$ cat src/rtl/pipe_rate_ctrl_if.sv
// pipe_rate_ctrl_if: LTSSM request handshake and PIPE rate-change signals
// bundled for pipe_rate_ctrl. The slave modport is the rate controller; the
// master modport is the LTSSM/PHY side that drives requests and PHY status.
interface pipe_rate_ctrl_if;
    // LTSSM request handshake
    logic       req_valid;
    logic [2:0] req_rate;
    logic       req_ready;
    logic       done;
    logic       error;
    logic [2:0] cur_rate;
    // PIPE side
    logic [3:0] Rate;
    logic [4:0] PCLKRate;
    logic       PclkChangeAck;
    logic       PclkChangeOk;
    logic       PhyStatus;
    logic       eidle_req;

    modport slave (
        input  req_valid, req_rate, PclkChangeOk, PhyStatus,
        output req_ready, done, error, cur_rate, Rate, PCLKRate,
               PclkChangeAck, eidle_req
    );

    modport master (
        output req_valid, req_rate, PclkChangeOk, PhyStatus,
        input  req_ready, done, error, cur_rate, Rate, PCLKRate,
               PclkChangeAck, eidle_req
    );
endinterface

$ cat src/rtl/pipe_rate_ctrl.sv
// pipe_rate_ctrl: sequences a PIPE generation change. An accepted request
// forces electrical idle, drives the new Rate/PCLKRate, waits for the PHY to
// allow the PCLK change, acknowledges it, and commits the new generation once
// PhyStatus reports completion. All outputs are registered: each is computed
// from the next state and loaded on the same edge as the state register.
// Optional feature: define PIPE_RATE_CTRL_TIMEOUT_EN to add a handshake
// timeout (TIMEOUT_CYCLES) covering WAIT_OK and ACK.
module pipe_rate_ctrl #(
    parameter int unsigned MAX_GEN        = 5,
    parameter int unsigned TIMEOUT_CYCLES = 1024
) (
    input  logic             CLK,
    input  logic             reset,
    pipe_rate_ctrl_if.slave  pif
);

    typedef enum logic [2:0] {
        S_IDLE,
        S_EIDLE,
        S_WAIT_OK,
        S_ACK,
        S_DONE
    } state_t;

    localparam logic [2:0] MAX_GEN_L = 3'(MAX_GEN);

    // Parameter sanity checks at elaboration time
    if (MAX_GEN < 1 || MAX_GEN > 5) begin : g_bad_max_gen
        $error("pipe_rate_ctrl: MAX_GEN must be in 1..5");
    end
    if (TIMEOUT_CYCLES < 1) begin : g_bad_timeout
        $error("pipe_rate_ctrl: TIMEOUT_CYCLES must be at least 1");
    end

    state_t     state_q, state_d;
    logic [2:0] tgt_q, tgt_d;
    logic [2:0] cur_rate_q, cur_rate_d;
    logic [3:0] rate_q, rate_d;
    logic [4:0] pclk_rate_q, pclk_rate_d;
    logic       ack_q, ack_d;
    logic       eidle_q, eidle_d;
    logic       done_q, done_d;
    logic       error_q, error_d;
    logic       ready_q, ready_d;
    logic [2:0] req_gen_m1;
    logic [2:0] cur_gen_m1;

`ifdef PIPE_RATE_CTRL_TIMEOUT_EN
    localparam int unsigned CNT_W = $clog2(TIMEOUT_CYCLES) + 1;
    localparam logic [CNT_W-1:0] TMO_LAST = CNT_W'(TIMEOUT_CYCLES - 1);
    logic [CNT_W-1:0] tmo_cnt_q, tmo_cnt_d;
    logic             tmo_hit;
`endif

    assign req_gen_m1 = pif.req_rate - 3'd1;
    assign cur_gen_m1 = cur_rate_q - 3'd1;

`ifdef PIPE_RATE_CTRL_TIMEOUT_EN
    // Handshake timer: cleared while entering WAIT_OK, runs through WAIT_OK and ACK
    always_comb begin
        tmo_cnt_d = '0;
        if (state_q == S_WAIT_OK || state_q == S_ACK) begin
            tmo_cnt_d = tmo_cnt_q + 1'b1;
        end
    end
    assign tmo_hit = (tmo_cnt_q == TMO_LAST);
`endif

    // Next-state and registered-output computation
    always_comb begin
        state_d     = state_q;
        tgt_d       = tgt_q;
        cur_rate_d  = cur_rate_q;
        rate_d      = rate_q;
        pclk_rate_d = pclk_rate_q;
        ack_d       = 1'b0;
        eidle_d     = 1'b0;
        done_d      = 1'b0;
        error_d     = 1'b0;

        case (state_q)
            S_IDLE: begin
                if (pif.req_valid && ready_q) begin
                    if (pif.req_rate == 3'd0 || pif.req_rate > MAX_GEN_L) begin
                        error_d = 1'b1;
                    end else if (pif.req_rate == cur_rate_q) begin
                        done_d = 1'b1;
                    end else begin
                        tgt_d       = pif.req_rate;
                        state_d     = S_EIDLE;
                        eidle_d     = 1'b1;
                        rate_d      = {1'b0, req_gen_m1};
                        pclk_rate_d = {2'b00, req_gen_m1};
                    end
                end
            end
            S_EIDLE: begin
                state_d = S_WAIT_OK;
                eidle_d = 1'b1;
            end
            S_WAIT_OK: begin
                eidle_d = 1'b1;
                if (pif.PclkChangeOk) begin
                    state_d = S_ACK;
                    ack_d   = 1'b1;
                end
`ifdef PIPE_RATE_CTRL_TIMEOUT_EN
                else if (tmo_hit) begin
                    state_d     = S_IDLE;
                    eidle_d     = 1'b0;
                    error_d     = 1'b1;
                    rate_d      = {1'b0, cur_gen_m1};
                    pclk_rate_d = {2'b00, cur_gen_m1};
                end
`endif
            end
            S_ACK: begin
                eidle_d = 1'b1;
                ack_d   = 1'b1;
                if (pif.PhyStatus) begin
                    state_d    = S_DONE;
                    eidle_d    = 1'b0;
                    ack_d      = 1'b0;
                    done_d     = 1'b1;
                    cur_rate_d = tgt_q;
                end
`ifdef PIPE_RATE_CTRL_TIMEOUT_EN
                else if (tmo_hit) begin
                    state_d     = S_IDLE;
                    eidle_d     = 1'b0;
                    ack_d       = 1'b0;
                    error_d     = 1'b1;
                    rate_d      = {1'b0, cur_gen_m1};
                    pclk_rate_d = {2'b00, cur_gen_m1};
                end
`endif
            end
            S_DONE: begin
                state_d = S_IDLE;
            end
            default: begin
                state_d = S_IDLE;
            end
        endcase

        ready_d = (state_d == S_IDLE);
    end

    // State and output registers with asynchronous reset to Gen1 idle
    always_ff @(posedge CLK or posedge reset) begin
        if (reset) begin
            state_q     <= S_IDLE;
            tgt_q       <= 3'd1;
            cur_rate_q  <= 3'd1;
            rate_q      <= '0;
            pclk_rate_q <= '0;
            ack_q       <= 1'b0;
            eidle_q     <= 1'b0;
            done_q      <= 1'b0;
            error_q     <= 1'b0;
            ready_q     <= 1'b1;
`ifdef PIPE_RATE_CTRL_TIMEOUT_EN
            tmo_cnt_q   <= '0;
`endif
        end else begin
            state_q     <= state_d;
            tgt_q       <= tgt_d;
            cur_rate_q  <= cur_rate_d;
            rate_q      <= rate_d;
            pclk_rate_q <= pclk_rate_d;
            ack_q       <= ack_d;
            eidle_q     <= eidle_d;
            done_q      <= done_d;
            error_q     <= error_d;
            ready_q     <= ready_d;
`ifdef PIPE_RATE_CTRL_TIMEOUT_EN
            tmo_cnt_q   <= tmo_cnt_d;
`endif
        end
    end

    assign pif.req_ready     = ready_q;
    assign pif.done          = done_q;
    assign pif.error         = error_q;
    assign pif.cur_rate      = cur_rate_q;
    assign pif.Rate          = rate_q;
    assign pif.PCLKRate      = pclk_rate_q;
    assign pif.PclkChangeAck = ack_q;
    assign pif.eidle_req     = eidle_q;

endmodule
$ cat src/flat_wrapper.sv
// flat-port wrapper written by rule: the top's interface ports become plain ports
module pipe_rate_ctrl_flat 
#(
    parameter int unsigned MAX_GEN        = 5,
    parameter int unsigned TIMEOUT_CYCLES = 1024
)
  (CLK, reset, pif_req_valid, pif_req_rate, pif_PclkChangeOk, pif_PhyStatus, pif_req_ready, pif_done, pif_error, pif_cur_rate, pif_Rate, pif_PCLKRate, pif_PclkChangeAck, pif_eidle_req);
  pipe_rate_ctrl_if pif_i ();
  input  logic CLK;
  input  logic reset;
  input wire logic [$bits(pif_i.req_valid)-1:0] pif_req_valid;
  input wire logic [$bits(pif_i.req_rate)-1:0] pif_req_rate;
  input wire logic [$bits(pif_i.PclkChangeOk)-1:0] pif_PclkChangeOk;
  input wire logic [$bits(pif_i.PhyStatus)-1:0] pif_PhyStatus;
  output wire logic [$bits(pif_i.req_ready)-1:0] pif_req_ready;
  output wire logic [$bits(pif_i.done)-1:0] pif_done;
  output wire logic [$bits(pif_i.error)-1:0] pif_error;
  output wire logic [$bits(pif_i.cur_rate)-1:0] pif_cur_rate;
  output wire logic [$bits(pif_i.Rate)-1:0] pif_Rate;
  output wire logic [$bits(pif_i.PCLKRate)-1:0] pif_PCLKRate;
  output wire logic [$bits(pif_i.PclkChangeAck)-1:0] pif_PclkChangeAck;
  output wire logic [$bits(pif_i.eidle_req)-1:0] pif_eidle_req;
  assign pif_i.req_valid = pif_req_valid;
  assign pif_i.req_rate = pif_req_rate;
  assign pif_i.PclkChangeOk = pif_PclkChangeOk;
  assign pif_i.PhyStatus = pif_PhyStatus;
  assign pif_req_ready = pif_i.req_ready;
  assign pif_done = pif_i.done;
  assign pif_error = pif_i.error;
  assign pif_cur_rate = pif_i.cur_rate;
  assign pif_Rate = pif_i.Rate;
  assign pif_PCLKRate = pif_i.PCLKRate;
  assign pif_PclkChangeAck = pif_i.PclkChangeAck;
  assign pif_eidle_req = pif_i.eidle_req;
  pipe_rate_ctrl #(.MAX_GEN(MAX_GEN), .TIMEOUT_CYCLES(TIMEOUT_CYCLES)) u_core (.CLK(CLK), .reset(reset), .pif(pif_i));
endmodule
$ cat config.mk
export PLATFORM = sky130hd
export DESIGN_NAME = pipe_rate_ctrl_flat
export DESIGN_NICKNAME = d
export VERILOG_FILES = /design/src/rtl/pipe_rate_ctrl_if.sv /design/src/rtl/pipe_rate_ctrl.sv /design/src/flat_wrapper.sv
export SDC_FILE = /design/constraint.sdc
export NUM_CORES = 1
export LEC_CHECK = 0
export ABC_AREA = 0
export CORE_MARGIN = 2
export CORE_UTILIZATION = 44
export DETAILED_ROUTE_END_ITERATION = 10
export GPL_TIMING_DRIVEN = 0
export PLACE_DENSITY_LB_ADDON = 0.15
export SYNTH_ARGS = -nofsm -noshare
export SYNTH_HDL_FRONTEND = slang
export SYNTH_SLANG_ARGS = --single-unit
export TNS_END_PERCENT = 50
$ cat constraint.sdc
create_clock -name CLK -period 1.95 [get_ports CLK]
set_input_delay 0.39 -clock CLK [delete_from_list [all_inputs] [get_ports CLK]]
set_output_delay 0.39 -clock CLK [all_outputs]
set_load 0.02 [all_outputs]
# Yosys cells after proc, flatten, opt, wreduce, memory -nomap -nowiden
# Index checks and enable logic that the tools add are counted.
[totals]
regBits = 17
output_inout_bits = 17
inputBits = 8
wordCells = 46
[classes]
n_addsub = 1
reduce_logical = 8
n_bitwise = 2
n_lt_le_gt_ge = 1
n_mux = 21
n_eq_ne = 4
[op_table]
columns = ["op", "n"]
rows = [
  ["3-bit 2-to-1 mux", 5],
  ["1-bit 2-to-1 mux", 12],
  ["3-bit one-hot mux with 4 select lines", 1],
  ["3-bit logical NOT", 3],
  ["3-bit by 2-bit == test with 1-bit output (second input constant)", 2],
  ["1-bit one-hot mux with 2 select lines", 2],
  ["4-bit AND reduction", 1],
  ["3-bit by 1-bit == test with 1-bit output (second input constant)", 1],
  ["3-bit == test", 1],
  ["3-bit > comparator (second input constant)", 1],
  ["1-bit one-hot mux with 3 select lines", 1],
  ["3-bit by 1-bit subtractor with 3-bit output (second input constant)", 1],
  ["1-bit NOT", 2],
  ["2-bit AND reduction", 1],
  ["2-bit OR reduction", 1],
  ["1-bit logical AND", 1],
  ["1-bit logical OR", 1],
]

# Depth between registers and ports, before layout
[logic_depth]
ltp_word = 6
mapped_depth = 8
depth_no_buf = 7

# Worst setup path before layout
# No wires, ideal clock.
[synth_path]
path_type = "input to register"
from = "in pif_req_rate[0]"
to = "reg u_core.rate_q[0], in the netlist u_core.pif.Rate[0]"
t_required_ns = 1.825
arrival_ns = 1.539
n_path_buf = 1
slack_ns = 0.286
setup_ns = 0.125
path_stages = 8
cell_sequence = "inv_1 ha_1 ha_1 inv_1 o31a_1 and3_1 buf_6 mux2_4"
[synth_between]
elab_chain_cells = 4
elab_cells_between_ends = 8
classes_between = "add/sub (1); order compare (1); eq/ne (1); bitwise (2); reduce/logical (3)"
[synth_rtl]
columns = ["item", "line_no", "source"]
rows = [
  ["start, declared", "flat_wrapper.sv:12", "input wire logic [$bits(pif_i.req_rate)-1:0] pif_req_rate;"],
  ["3-bit > comparator / 3-bit logical NOT (equally long branches)", "pipe_rate_ctrl.sv:84", "if (pif.req_rate == 3'd0 || pif.req_rate > MAX_GEN_L) begin"],
  ["1-bit logical OR", "pipe_rate_ctrl.sv:84", ""],
  ["1-bit NOT (no source line)", "--", ""],
  ["4-bit AND reduction (no source line)", "--", ""],
  ["end signal, assigned", "pipe_rate_ctrl.sv:169", "rate_q <= rate_d;"],
  ["end, declared", "pipe_rate_ctrl.sv:38", "logic [3:0] rate_q, rate_d;"],
]
# Several ways; a longest one is shown, not always the timed one.
# A chain may end at the register's enable or synchronous reset.

# Worst setup path in the final report
[layout_path]
from = "reg u_core.cur_rate_q[0], in the netlist u_core.pif.cur_rate[0]"
to = "out pif_cur_rate[0]"
[layout_lines]
columns = ["item", "line_no", "source"]
rows = [
  ["start, declared", "pipe_rate_ctrl.sv:37", "logic [2:0] cur_rate_q, cur_rate_d;"],
  ["start signal, assigned", "pipe_rate_ctrl.sv:168", "cur_rate_q <= cur_rate_d;"],
  ["end, declared", "flat_wrapper.sv:18", "output wire logic [$bits(pif_i.cur_rate)-1:0] pif_cur_rate;"],
]
# No word-level cell between the ends.

==> reports/metrics.cfg <==
[global_routing]
overflow = 0
grt_max_degree = 18
grt_pass1_wl_um = 2350
grt_antenna_before_repair = 0
grt_usage_pct = 15.4
grt_pass1_vias = 552

[synth]
ys_ff_latch = 17
syn_inst = 73
synthFlopType = dfrtp_1
synth_edf_count = 0
syn_area_um2 = 811
yosysUniqueCellTypes = 22
yosysWarnings = 0
async_reset_ff_share_pct = 100
avgSynthCellArea_um2 = 11.1
yosysSeqAreaShare_pct = 52.9

[timing]
max_clock_freq_mhz = 547
drv_slew = 0
slew_headroom_pct = 44.8
tightest_slew_ns = 0.808
rsz0062_at_grt = no
hold_viol_final = 0
min_period_ns = 1.83
fin_crit_sh_pct = 93.7
clock_skew_ns = 0.00828
finalSetupViolCount = 0

[setup_path]
worstPathRequired_ns = 1.56
critPathKind = reg2out
crit_path_max_fanout = 3
worst-path-buf-inv = 1
startpoint_type = flop
crit_chain = clkdlybuf4s50_1
critical_path.max_stage_delay_ns = 0.60
cp_top_family = buffers and inverters
worst_r2r_startpoint = u_core.state_q[0]
cp_slowest_cell = clkdlybuf4s50_1
cp-startpoint = u_core.pif.cur_rate[0]
cp.arrival_ns = 1.44
crit_path_end_kind = output port

[place]
hpwl_um = 1060
gp_congestion = 0.714
port_buffers = 21

[die]
start_util_pct = 47.0
die_area_um2 = 2200
die_h_um = 46.9
die_w_um = 46.9
fp.coreArea_um2 = 1730
rows = 15
ioPinCount = 25

[route]
remaining_drc_errors = 0
dr.pass1.iters = 3
vias = 555
avgViaCountPerCell = 4.44
wire_per_inst_um = 11.0
drtIter0Drc = 11
drt-total-wl_um = 1370
detail-route-antenna-nets = 0

[pwr]
peakVddDrop_v = 0.000816
p_sw_share_pct = 35.1
pwr-share-comb_pct = 46.9
pwr-share-seq_pct = 40.6
p_leak_nw = 0.546
clkPwrFrac_pct = 12.5
internal_power_mw = 0.963
power_density_nw_per_um2 = 1360
p_total_mw = 1.48
switching_power_mw = 0.520

[finish]
area_growth_syn_to_layout_pct = 34.1
layout_commonest_cell = clkdlybuf4s50_1
drive_gt1_share_pct = 20.0
fin_nets = 112
final_cell_mix = 18 x clkdlybuf4s50_1, 14 x dfrtp_1, 10 x nand2_1
post-route-util_pct = 63.0
diodes = 0

[clock_network]
clk_latency_ns = 0.29
cts_root_buffer = clkbuf_4
cts_tree = done
htreeDepth = 1
cts-buffers-inserted = 3
clk_path_buf_depth = 2
cts_sinks = 17
path_clk_slew_ns = 0.10

[job]
cap_viol_max_count = 0

[hold_path]
hold_path.class = in2reg
worstHoldStart = pif_req_rate[2]

[outcome]
status = completed

==> kinds of logic (layout without fill, tap and decap cells) <==
group,Yosys count,count (layout),share of synthesized area [%]
and+or+nand+nor,24,24,15.0
xor gates and xnor gates,3,3,3.24
muxes,6,6,9.88
DFF,17,17,52.9
AOI/OAI and AO/OA,3,3,2.78
adders and majority gates,3,3,4.63
buffers and inverters,16,41,11.1
other,1,3,0.463
==> power by group through the flow <==
stage	clock (mW)	combinational (mW)	sequential, mW
after floorplan	0	0.314	0.702
after global routing	0.205	0.760	0.621
after CTS	0.193	0.706	0.606
after detailed placement	0	0.702	0.613
after global placement	0	0.691	0.601
final	0.185	0.695	0.603
==> timing repair <==
action,in CTS,in global routing
hold buffers,0,0
endpoints found under the setup margin,5,1
resized for setup,2,1
setup buffers,0,0
==> flip-flops by register name, indices dropped and copies added, names as in the netlist <==
signal and cells:
u_core.state_q 3, u_core.pif.eidle_req 1, u_core.pif.done 1, u_core.pif.Rate 3
u_core.tgt_q 3, u_core.pif.PclkChangeAck 1, u_core.pif.req_ready 1, u_core.pif.cur_rate 3
u_core.pif.error 1
==> metal layers <==
| layer | routed length (um) | global-route usage, % |
|---|---|---|
| met5 | 0 | 0 |
| met4 | 10 | 5.00 |
| met3 | 45 | 3.46 |
| met2 | 696 | 24.9 |
| met1 | 620 | 20.5 |
==> worst paths after layout <==
kind	endpoint	slack (ns)	cells after the start
worst max-delay path	pif_cur_rate[0]	0.12	1
worst min-delay path	u_core.tgt_q[2]	0.46	2
worst max register to register	u_core.tgt_q[1]	0.32	5
worst min register to register	u_core.pif.cur_rate[0]	0.47	2
max in group asynchronous	u_core.pif.cur_rate[1]	1.06	2
min in group asynchronous	u_core.pif.done	0.48	2
==> synth_stat cells, drive strengths merged, types with 2 or more instances <==
cell type / n / area [um2]
and3: 2 / 12.5
buf: 7 / 56.3
dfrtp: 14 / 350
dfstp: 3 / 78.8
ha: 3 / 37.5
inv: 9 / 33.8
mux2: 4 / 60.1
mux2i: 2 / 20.0
nand2: 10 / 37.5
nor2: 4 / 15.0
nor3: 2 / 10.0
or2: 2 / 12.5
xnor2: 3 / 26.3
==> area by class of cell <==
| type | instances | area, um2 |
|---|---|---|
| Fill cell | 147 | 639 |
| Sequential cell | 17 | 429 |
| Multi-Input combinational cell | 42 | 299 |
| Timing Repair Buffer | 21 | 210 |
| Buffer | 7 | 56.3 |
| Inverter | 9 | 33.8 |
| Tap cell | 25 | 31.3 |
| Clock buffer | 3 | 22.5 |
| Clock inverter | 1 | 5.00 |
==> through the flow <==
stage | setup slack [ns] | std cells | setup TNS [ns] | hold WS [ns] | area [um2]
final | 0.123 | 125 | 0 | 0.457 | 1090
after global routing | 0.00521 | 125 | 0 | 0.462 | 1090
after CTS | 0.103 | 125 | 0 | 0.475 | 1080
after detailed placement | -0.445 | 121 | -3.01 | 0.448 | 1060
after global placement | -0.436 | 121 | -2.82 | 0.441 | 1060
after floorplan | 0.286 | 75 | 0 | 0.314 | 818
Note: power is estimated with default switching activity, not from simulation.
==> patch 1: new RTL, same settings <==
The option `PIPE_RATE_CTRL_TIMEOUT_EN` is turned on by a define.
--- a/src/rtl/pipe_rate_ctrl.sv
+++ b/src/rtl/pipe_rate_ctrl.sv
@@ -5,6 +5,8 @@
 // from the next state and loaded on the same edge as the state register.
 // Optional feature: define PIPE_RATE_CTRL_TIMEOUT_EN to add a handshake
 // timeout (TIMEOUT_CYCLES) covering WAIT_OK and ACK.
+`define PIPE_RATE_CTRL_TIMEOUT_EN
+
 module pipe_rate_ctrl #(
     parameter int unsigned MAX_GEN        = 5,
     parameter int unsigned TIMEOUT_CYCLES = 1024
Formal check against the unedited RTL: no difference found for any inputs over 10 cycles, from zero or initial values and one cycle with reset high; that may be too few to reach the edited logic, so the function may still have changed.
==> patch 1 against the original RTL <==
Via count rose by 86%. Sequential cell count rose by 11. Critical path type unchanged. Non-clock buffer count rose by 3. Area after synthesis rose by 77%. Setup slack got worse by 0.077 ns. Total power rose by 55%. Wire length rose by 100%. Final area rose by 59%. Highest routed layer unchanged. Cell count rose by 65%. Critical endpoint unchanged.
==> patch 1: results <==
metrics = {
    "status": {
        "status": "completed",
    },
    "setup_path": {
        "arrival_ns": 1.51,
        "ff2ff_path_depth": 5,
        "regToRegStartpoint": "u_core.tmo_cnt_q[0]",
        "timing.rr.end": "u_core.pif.Rate[2]",
        "cp_max_fo": 4,
        "r2r_setup_slack_ns": 0.20,
    },
    "finish": {
        "diodes": 0,
        "largest_reg_flops": 11,
        "drive_above_1_share_pct": 16.0,
        "fillers": 274,
        "num-nets-final": 173,
    },
    "routing": {
        "num_vias": 1033,
        "drt_first_pass_iters": 4,
        "drt-initial-drc-count": 44,
        "wl_per_cell_um": 13.4,
    },
    "logic_synthesis": {
        "ys_seq_area_share_pct": 49.2,
        "synth.area.top_cells": "dfrtp_1, mux2_2, dfstp_2",
        "yosysUniqueCellTypes": 38,
        "synth_area_leader_cell": "dfrtp_1",
        "synthTopCellsByCount": "dfrtp_1, nor2_1, mux2_2, xnor2_1, nand3_1",
    },
    "placement": {
        "placed_cell_area_sq_um": 1700,
        "pre_cts_slack_ns": -0.141,
        "dp.final_hpwl_um": 2060,
        "globalplace.congestion": 0.855,
    },
    "global_route": {
        "grt_pass1_vias": 1051,
        "grt_max_degree": 29,
        "grt_pass1_wl_um": 4660,
    },
    "clocking": {
        "clk_pin_slew_ns": 0.15,
        "post_cts_resized": 0,
        "clk_latency_ns": 0.32,
        "cts_buffer_depth": 2,
    },
    "sta": {
        "tightest_slew_ns": 1.07,
        "finalCritPeriodShare_pct": 97.6,
        "holdWs_ns": 0.455,
        "fin_skew_ns": 0.00343,
    },
    "min_path": {
        "hp-class": "reg2reg",
        "holdPathEnd": "u_core.tmo_cnt_q[0]",
        "hp-start": "u_core.tmo_cnt_q[0]",
        "holdPathStages": 1,
    },
    "power_and_ir_drop": {
        "p_leak_nw": 0.745,
    },
}
patch 1: cell types whose count changed after synthesis, sizes merged, moves of 4 or more:
cell,delta
dfrtp,+11
nand2,-5
a21oi,+4
nor2,+9
xor2,+4
nor3,+4
xnor2,+5
mux2,+4
inv,-5
nand3,+8
patch 1: layout make-up:
class	instances	share of cell area, %
plain buffers	10	4.05
multi-input cells	95	37.5
clock buffers	4	1.52
well taps	44	3.18
flip-flops and latches	28	40.7
inverters	4	0.868
repair buffers	21	12.1
patch 1: kinds of logic (layout without fill, tap and decap cells):
| group | after synthesis | in the layout | synth area share (%) |
|---|---|---|---|
| xor+xnor | 12 | 12 | 7.34 |
| fa+ha+maj | 2 | 2 | 1.75 |
| simple gates | 49 | 49 | 18.3 |
| flops | 28 | 28 | 49.2 |
| buf+inv | 14 | 39 | 5.94 |
| other cells | 1 | 3 | 0.262 |
| compound gates | 16 | 16 | 7.43 |
| mux | 13 | 13 | 9.79 |
patch 1: metal layers:
layer  part of all wire, %  wire length (um)  track usage, %
met1                    46              1270            21.7
met2                    49              1350            28.4
met3                   3.5                97            2.10
met4                   1.3                37            5.59
met5                     0                 0               0
patch 1: worst reg2reg max path, stage by stage, from the launching register on:
cell	delay, ns
dfrtp_1	0.39
ha_1	0.25
nand3_2	0.16
o31ai_1	0.29
nand4_1	0.24
mux2_2	0.33
patch 1: through the flow:
stage                     power, W  utilization (%)  instances
after CTS                  0.00232             56.2        206
after detailed placement   0.00207             55.4        202
after global routing       0.00245             56.2        206
after floorplan            0.00167                -        137
final                      0.00230             56.2        206
after global placement     0.00205             55.4        202
patch 1: power by group:
group | switching, W | leakage, nW | internal, W
clock network | 0.000170 | 0.0150 | 0.0000800
registers | 0.000116 | 0.354 | 0.000771
logic | 0.000592 | 0.376 | 0.000574
==> patch 2: new RTL, same settings <==
Made on the original files. The 5 states of `state_t` get a one-hot encoding in 5 bits.
--- a/src/rtl/pipe_rate_ctrl.sv
+++ b/src/rtl/pipe_rate_ctrl.sv
@@ -14,12 +14,12 @@
     pipe_rate_ctrl_if.slave  pif
 );
 
-    typedef enum logic [2:0] {
-        S_IDLE,
-        S_EIDLE,
-        S_WAIT_OK,
-        S_ACK,
-        S_DONE
+    typedef enum logic [4:0] {
+        S_IDLE    = 5'b00001,
+        S_EIDLE   = 5'b00010,
+        S_WAIT_OK = 5'b00100,
+        S_ACK     = 5'b01000,
+        S_DONE    = 5'b10000
     } state_t;
 
     localparam logic [2:0] MAX_GEN_L = 3'(MAX_GEN);
Behaviour: same outputs for any inputs over 10 cycles, from zero or initial values and one cycle with reset high; not proved beyond that.
==> patch 2 against the original RTL <==
Wire length up 24%. Critical endpoint unchanged. Final area up 20%. Synthesized cell count increased by 21%. Sequential cell count grew 2. Setup slack lost 0.047 ns. Non-clock buffer count is 7 higher. Largest power group unchanged. Total power rose by 7.1%. Critical path depth unchanged. Area after synthesis grew 24%.
==> patch 2: results <==
metrics = {
    "status": {
        "status": "completed",
    },
    "logic_synthesis": {
        "yosysUniqueCellTypes": 35,
        "synthTopCellsByCount": "dfrtp_1, inv_1, buf_4",
        "synth.area.top_cells": "dfrtp_1, dfstp_2, mux2_4",
        "synth_xor_area_share_pct": 3.49,
        "avgSynthCellArea_sq_um": 11.4,
        "ys.flop_type": "dfrtp_1",
        "ys_seq_area_share_pct": 47.8,
        "synth.area.mux_share_pct": 12.3,
        "synth_compound_area_share_pct": 7.72,
        "synth_fa_ha_area_share_pct": 3.74,
    },
    "finish": {
        "nClkBuffers": 4,
        "inv_count": 11,
        "buffers": 35,
        "num-nets-final": 130,
        "instances_no_fill": 146,
        "clock_area_share_pct": 2.01,
        "seqCellArea_sq_um": 480,
        "multi_input_area_share_pct": 31.8,
        "final-nonclk-buf-share_pct": 23.7,
        "drive_above_1_share_pct": 26.3,
        "num-multi-input-gates": 49,
        "fillers": 192,
    },
    "routing": {
        "routed_wl_um": 1710,
        "drt-initial-drc-count": 6,
        "num_vias": 708,
        "drt_first_pass_iters": 4,
    },
    "global_route": {
        "track_usage_pct": 13.6,
        "grt_pass1_wl_um": 2690,
        "grt_max_degree": 20,
        "grt_pass1_vias": 620,
    },
    "setup_path": {
        "max_stage_delay_ns": 0.62,
        "cp_max_fo": 3,
    },
    "placement": {
        "dp.final_hpwl_um": 1250,
        "globalplace.congestion": 0.796,
        "dp.cells": 139,
    },
    "sta": {
        "tightest_slew_ns": 0.692,
        "fin_skew_ns": 0.00658,
    },
    "min_path": {
        "hp-class": "in2async",
    },
    "power_and_ir_drop": {
        "power_frac_clock_pct": 12.3,
        "p_leak_nw": 0.629,
        "power.internal_w": 0.00105,
        "seqPwrFrac_pct": 38.5,
        "ir_worst_vdd_v": 0.000784,
        "switching_share_pct": 33.9,
    },
    "clocking": {
        "cts-root-buf": "clkbuf_4",
        "cts_buffer_depth": 2,
        "cts_sinks": 19,
    },
}
==> patch 2: worst reg2reg max path, cell delays in order (launching register included) <==
cell,delay (ns)
dfrtp_1,0.39
buf_6,0.14
or4b_4,0.55
nor3_4,0.20
nand3_4,0.16
mux2_4,0.33
==> patch 2: through the flow <==
stage | hold slack [ns] | area, sq um | setup TNS, ns | setup WS, ns
3_3_place_gp | 0.491 | 1260 | -3.13 | -0.439
2_1_floorplan | 0.338 | 1010 | 0 | 0.0254
4_1_cts | 0.523 | 1300 | 0 | 0.00703
5_1_grt | 0.553 | 1310 | 0 | 0.0354
3_5_place_dp | 0.498 | 1260 | -3.50 | -0.468
6_report | 0.489 | 1310 | 0 | 0.0761
==> patch 2: what timing repair did <==
action                                  4_1_cts  5_1_grt
setup buffers                                 3        2
resized for setup                             2        0
gates cloned                                  0        0
pin swaps                                     1        0
hold buffers                                  0        0
endpoints found under the hold margin         0        0
endpoints found under the setup margin        4        5
==> patch 2: per-layer routing <==
metal	wire length (um)	vias to the layer above	GRT usage [%]
met3	86	2	2.59
met4	10	0	5.26
met2	840	20	21.4
met5	0	-	0
met1	768	337	18.6
li1	-	349	-
==> patch 2: final timing paths <==
path	start	endpoint	slack [ns]	depth (start not counted)
max in group asynchronous	reset	u_core.state_q[2]	1.02	2
setup reg to reg	u_core.state_q[2]	u_core.tgt_q[1]	0.09	5
hold reg to reg	u_core.tgt_q[1]	u_core.tgt_q[1]	0.53	1
min in group CLK	u_core.tgt_q[1]	u_core.tgt_q[1]	0.53	1
hold / removal	reset	u_core.tgt_q[2]	0.49	2
setup / recovery	u_core.pif.cur_rate[0]	pif_cur_rate[0]	0.08	1
